$ cat src/rtl/regfile_wb_arbiter.sv
// Writeback arbiter for the register file's single write port: three valid/ready sources,
// registered output stage, R0 write suppression and forwarding. WBARB_ROUND_ROBIN_EN selects rotating priority.
module regfile_wb_arbiter #(
  parameter int DATA_W = 16,
  parameter int ADDR_W = 3
) (
  input  logic                clk,
  input  logic                rst_n,
  input  logic [2:0]          src_valid,
  input  logic [3*ADDR_W-1:0] src_addr,
  input  logic [3*DATA_W-1:0] src_data,
  output logic [2:0]          src_ready,
  input  logic                wb_stall,
  output logic                rf_we,
  output logic [ADDR_W-1:0]   rf_waddr,
  output logic [DATA_W-1:0]   rf_wdata,
  input  logic [ADDR_W-1:0]   rd_addr,
  output logic                fwd_hit,
  output logic [DATA_W-1:0]   fwd_data
);

  logic [2:0]        gnt;
  logic              we_q, we_d;
  logic [ADDR_W-1:0] waddr_q, waddr_d;
  logic [DATA_W-1:0] wdata_q, wdata_d;

`ifdef WBARB_ROUND_ROBIN_EN
  logic [1:0] ptr_q, ptr_d, ptr_eff;

  always_comb begin
    ptr_eff = (ptr_q == 2'd3) ? 2'd0 : ptr_q;
    gnt = 3'b000;
    case (ptr_eff)
      2'd1: begin
        if      (src_valid[1]) gnt = 3'b010;
        else if (src_valid[2]) gnt = 3'b100;
        else if (src_valid[0]) gnt = 3'b001;
      end
      2'd2: begin
        if      (src_valid[2]) gnt = 3'b100;
        else if (src_valid[0]) gnt = 3'b001;
        else if (src_valid[1]) gnt = 3'b010;
      end
      default: begin
        if      (src_valid[0]) gnt = 3'b001;
        else if (src_valid[1]) gnt = 3'b010;
        else if (src_valid[2]) gnt = 3'b100;
      end
    endcase
  end

  // Pointer moves just past the granted source; idle and stalled cycles leave it alone.
  always_comb begin
    ptr_d = ptr_q;
    if (src_ready[0])      ptr_d = 2'd1;
    else if (src_ready[1]) ptr_d = 2'd2;
    else if (src_ready[2]) ptr_d = 2'd0;
  end

  always_ff @(posedge clk) begin
    if (!rst_n) ptr_q <= 2'd0;
    else        ptr_q <= ptr_d;
  end
`else
  always_comb begin
    gnt = 3'b000;
    if      (src_valid[0]) gnt = 3'b001;
    else if (src_valid[1]) gnt = 3'b010;
    else if (src_valid[2]) gnt = 3'b100;
  end
`endif

  assign src_ready = (rst_n && !wb_stall) ? gnt : 3'b000;

  always_comb begin
    waddr_d = waddr_q;
    wdata_d = wdata_q;
    we_d    = 1'b0;
    for (int i = 0; i < 3; i++) begin
      if (src_ready[i] && (src_addr[i*ADDR_W +: ADDR_W] != '0)) begin
        we_d    = 1'b1;
        waddr_d = src_addr[i*ADDR_W +: ADDR_W];
        wdata_d = src_data[i*DATA_W +: DATA_W];
      end
    end
  end

  always_ff @(posedge clk) begin
    if (!rst_n) begin
      we_q    <= 1'b0;
      waddr_q <= '0;
      wdata_q <= '0;
    end else begin
      we_q    <= we_d;
      waddr_q <= waddr_d;
      wdata_q <= wdata_d;
    end
  end

  assign rf_we    = we_q;
  assign rf_waddr = waddr_q;
  assign rf_wdata = wdata_q;

  // Forward the write being committed this cycle; R0 never forwards.
  assign fwd_hit  = we_q && (waddr_q == rd_addr) && (rd_addr != '0);
  assign fwd_data = fwd_hit ? wdata_q : '0;

endmodule

$ cat config.mk
export PLATFORM = sky130hd
export DESIGN_NAME = regfile_wb_arbiter
export DESIGN_NICKNAME = d
export VERILOG_FILES = /design/src/rtl/regfile_wb_arbiter.sv
export SDC_FILE = /design/constraint.sdc
export NUM_CORES = 1
export LEC_CHECK = 0
export ABC_AREA = 1
export ABC_CLOCK_PERIOD_IN_PS = 1600
export BUFFER_PORTS_ARGS = -buffer_cell sky130_fd_sc_hd__buf_4
export CAP_MARGIN = 0
export CORE_AREA = 3 3 63 65
export CTS_CLUSTER_SIZE = 10
export DETAILED_ROUTE_END_ITERATION = 12
export DIE_AREA = 0 0 66 68
export PLACE_DENSITY = 0.84
export RECOVER_POWER = 25
export SYNTH_ARGS = -nofsm -noshare
export SYNTH_HDL_FRONTEND = slang
export SYNTH_SLANG_ARGS = --single-unit
$ cat constraint.sdc
create_clock -name clk -period 1.6 [get_ports clk]
set_input_delay 0.16 -clock clk [delete_from_list [all_inputs] [get_ports clk]]
set_output_delay 0.16 -clock clk [all_outputs]
set_load 0.005 [all_outputs]
==> summary.md <==
| Metric | Value |
|---|---|
| Status | `complete, no violations` |
| IO buf count | `105` |
| Most area-consuming cells after synthesis | `dfxtp_1, nand2_1, nor2_1` |
| EDFF count, synth | `0` |
| First-pass GRT wire length | `7.90 mm` |
| Slew HR | `0.770` |
| Vias | `1,997` |
| Met3 Use GR | `0.0345` |
| GRT overflow | `0` |
| HP Start | `src_data[45]` |
| Final period util | `1.00` |
| FILL cells | `327` |
| H-tree levels | `1` |
| Antenna viol nets, final | `0` |
| Final RePlAce weighted congestion | `0.844` |
| CP endpoint kind | `primary output` |
| Fin. Hold Viols | `0` |
| Synthesized cell area | `1490 sq um` |
| Placement Setup Slack | `0.151 ns` |
| Fmax | `625 MHz` |
| Global Route Usage Sum | `0.220` |
| Vias in the first global route | `1,781` |
| Hold path endpoint | `rf_wdata[13]` |
| Total leakage power | `1.32 nW` |
| Worst-Skew Late Latency | `0.28 ns` |
| Placed standard-cell area | `2340 sq um` |
| Distinct cell type count after synthesis | `18` |
| Element type at the critical path start | `register` |
| Share of cells above drive strength 1 | `0.337` |
| Min-Delay Path Depth | `5` |
| I/O pin cnt | `106` |
| Async S/R FF share, synth | `0` |
| Area Growth Syn to Fin | `60.2%` |
| Crit Path Max Fanout | `14` |
| Most frequent cell after synthesis | `nand2_1` |
| Fin area | `2390 sq um` |
| Post-synth top area cell | `dfxtp_1` |
| Avg WL per Cell | `11.6 um` |
| Drt total wl | `4.96 mm` |
| Hold Path Class | `in -> reg` |
| Unrepaired setup endpoints after global routing | `true` |
| Ys flop type | `dfxtp_1` |
| Final setup viols | `0` |
| Reg2reg start | `rf_waddr[0]` |
| Top-area cell type share of the netlist area | `0.269` |
| Final worst slack | `0.000684 ns` |
| Hpwl dp | `3.89 mm` |
| Global routing's busiest layer | `met2` |
| Met2 Use GR | `0.385` |
| Arrival time worst endpoint | `1.44 ns` |
| Die Wd | `66 um` |
| Residual DRC count | `0` |
| Clk buf depth | `2` |
| Clock slew at reported path FFs | `0.12 ns` |
| Synth Area per Inst | `5.36 sq um` |
| Worst supply voltage drop on vdd | `0.298 mV` |
| Synth cell count leaders | `nand2_1, nor2_1, inv_1, dfxtp_1, nand3_1` |
| Die area | `4490 sq um` |
| Minimum clock period | `1.60 ns` |
| N_diodes | `0` |
| 1st-iter DRT viols | `146` |
| Sequential share of the synthesized area | `0.269` |
| Initial antenna violation count | `0` |
| CTS tree | `built` |
| Hold_buf cts | `0` |
| CTS sink cnt | `20` |
| Root Buffer Master | `clkbuf_4` |
| Setup CP Type | `reg -> out` |
| Starting Density | `0.440` |
| Synth warn | `0` |
| Met1 usage | `0.291` |
| Cell Rows | `21` |
| CP Data Required Time | `1.44 ns` |
| Largest net degree at the start of global routing | `25` |
| Clock skew | `0 ns` |
| Num CTS Buffers | `3` |
| FF-to-FF path depth | `4` |
| Worst-Margin Slew | `0.344 ns` |
| Power Density | `540 nW/um^2` |
| Core region area | `3390 sq um` |
| Syn Inst Count | `278` |
| Die Ht | `68 um` |
| Pins Over Slew Limit | `0` |
| Final net count | `450` |
| Via density | `4.66` |
| R2r endpoint | `rf_waddr[0]` |
| Seq cells post-synth | `20` |
| Worst reg2reg setup slack | `0.84 ns` |
| Maximum capacitance violations | `0` |
| Mapped Nets | `344` |
| TritonRoute pass-1 iters | `4` |
==> stage by stage <==
| stage | hold WS (ns) | TNS (ns) | total power [mW] | utilization | std cells |
|---|---|---|---|---|---|
| detailed placement | 0.476 | 0 | 1.01 | 0.691 | 424 |
| CTS | 0.159 | 0 | 1.30 | 0.705 | 429 |
| global placement | 0.470 | 0 | 1.00 | 0.691 | 424 |
| floorplan | 0.360 | 0 | 0.772 | - | 278 |
| finish | 0.165 | 0 | 1.29 | 0.704 | 429 |
| global route | 0.187 | -1.04 | 1.38 | 0.704 | 429 |
==> area by class of cell <==
class | instances | area (sq um) | share of cell area
well taps | 46 | 57.6 | 0.0241
clock buffers | 4 | 36.3 | 0.0152
flip-flops and latches | 20 | 403 | 0.169
repair buffers | 115 | 876 | 0.367
inverters | 29 | 109 | 0.0456
multi-input cells | 215 | 906 | 0.379
==> what timing repair did <==
action                     CTS  global route
setup buffers                1             0
cloned                       0             0
gates resized for setup      3             5
setup endpoints to repair   17            17
==> worst max-delay path, cell delays in order, from the launching register on <==
cell	delay (ns)
dfxtp_2	0.37
nor2_1	0.05
o21a_1	0.15
nor2_1	0.09
nand2_1	0.09
buf_6	0.16
nor2_1	0.11
buf_4	0.12
==> report_power, final <==
group,switching (mW),internal (mW)
combinational,0.200,0.235
clock,0.152,0.138
sequential,0.0238,0.540
total,0.376,0.914
==> cell families after synthesis <==
logic type,synth area share
xor+xnor,0.00588
simple gates,0.530
buf+inv,0.123
compound gates,0.0722
flops,0.269
==> routing by layer <==
metal  vias to the layer above  part of all wire
met5                         -                 0
met4                         0            0.0097
met3                         6              0.11
met2                        99              0.45
met1                       839              0.43
li1                       1053                 -
==> layout by cell type (no fill, tap or decap) <==
| cell type | n |
|---|---|
| buf_4 | 106 |
| nand2_1 | 100 |
| nor2_1 | 62 |
| inv_1 | 29 |
| nand3_1 | 20 |
| dfxtp_1 | 18 |
| a21oi_1 | 17 |
| clkbuf_4 | 9 |
| nor2_2 | 4 |
| o21ai_0 | 2 |
| nand2_2 | 2 |
| nand3_2 | 2 |
| dfxtp_2 | 2 |
| o21a_1 | 1 |
| o21ai_1 | 1 |
| xor2_1 | 1 |
| nor2_4 | 1 |
| and3_1 | 1 |
| nand4_1 | 1 |
| clkbuf_8 | 1 |
| clkbuf_1 | 1 |
| buf_6 | 1 |
| buf_12 | 1 |
==> sequential cells by signal (all words and copies together) (netlist names) <==
signal / count
rf_waddr: 3
rf_we: 1
rf_wdata: 16
==> worst max path at each step <==
stage	from	to	slack, ns	cells after the start
floorplan	rf_waddr[1]	fwd_data[10]	0.35	6
global placement	wb_stall	rf_wdata[1]	0.22	9
detailed placement	wb_stall	rf_wdata[10]	0.15	9
CTS	rf_waddr[1]	fwd_data[13]	0.002	7
global route	rf_waddr[1]	fwd_data[13]	-0.08	7
finish	rf_waddr[1]	fwd_data[9]	0.0007	7
No activity file was read; power rests on OpenSTA's default activity.
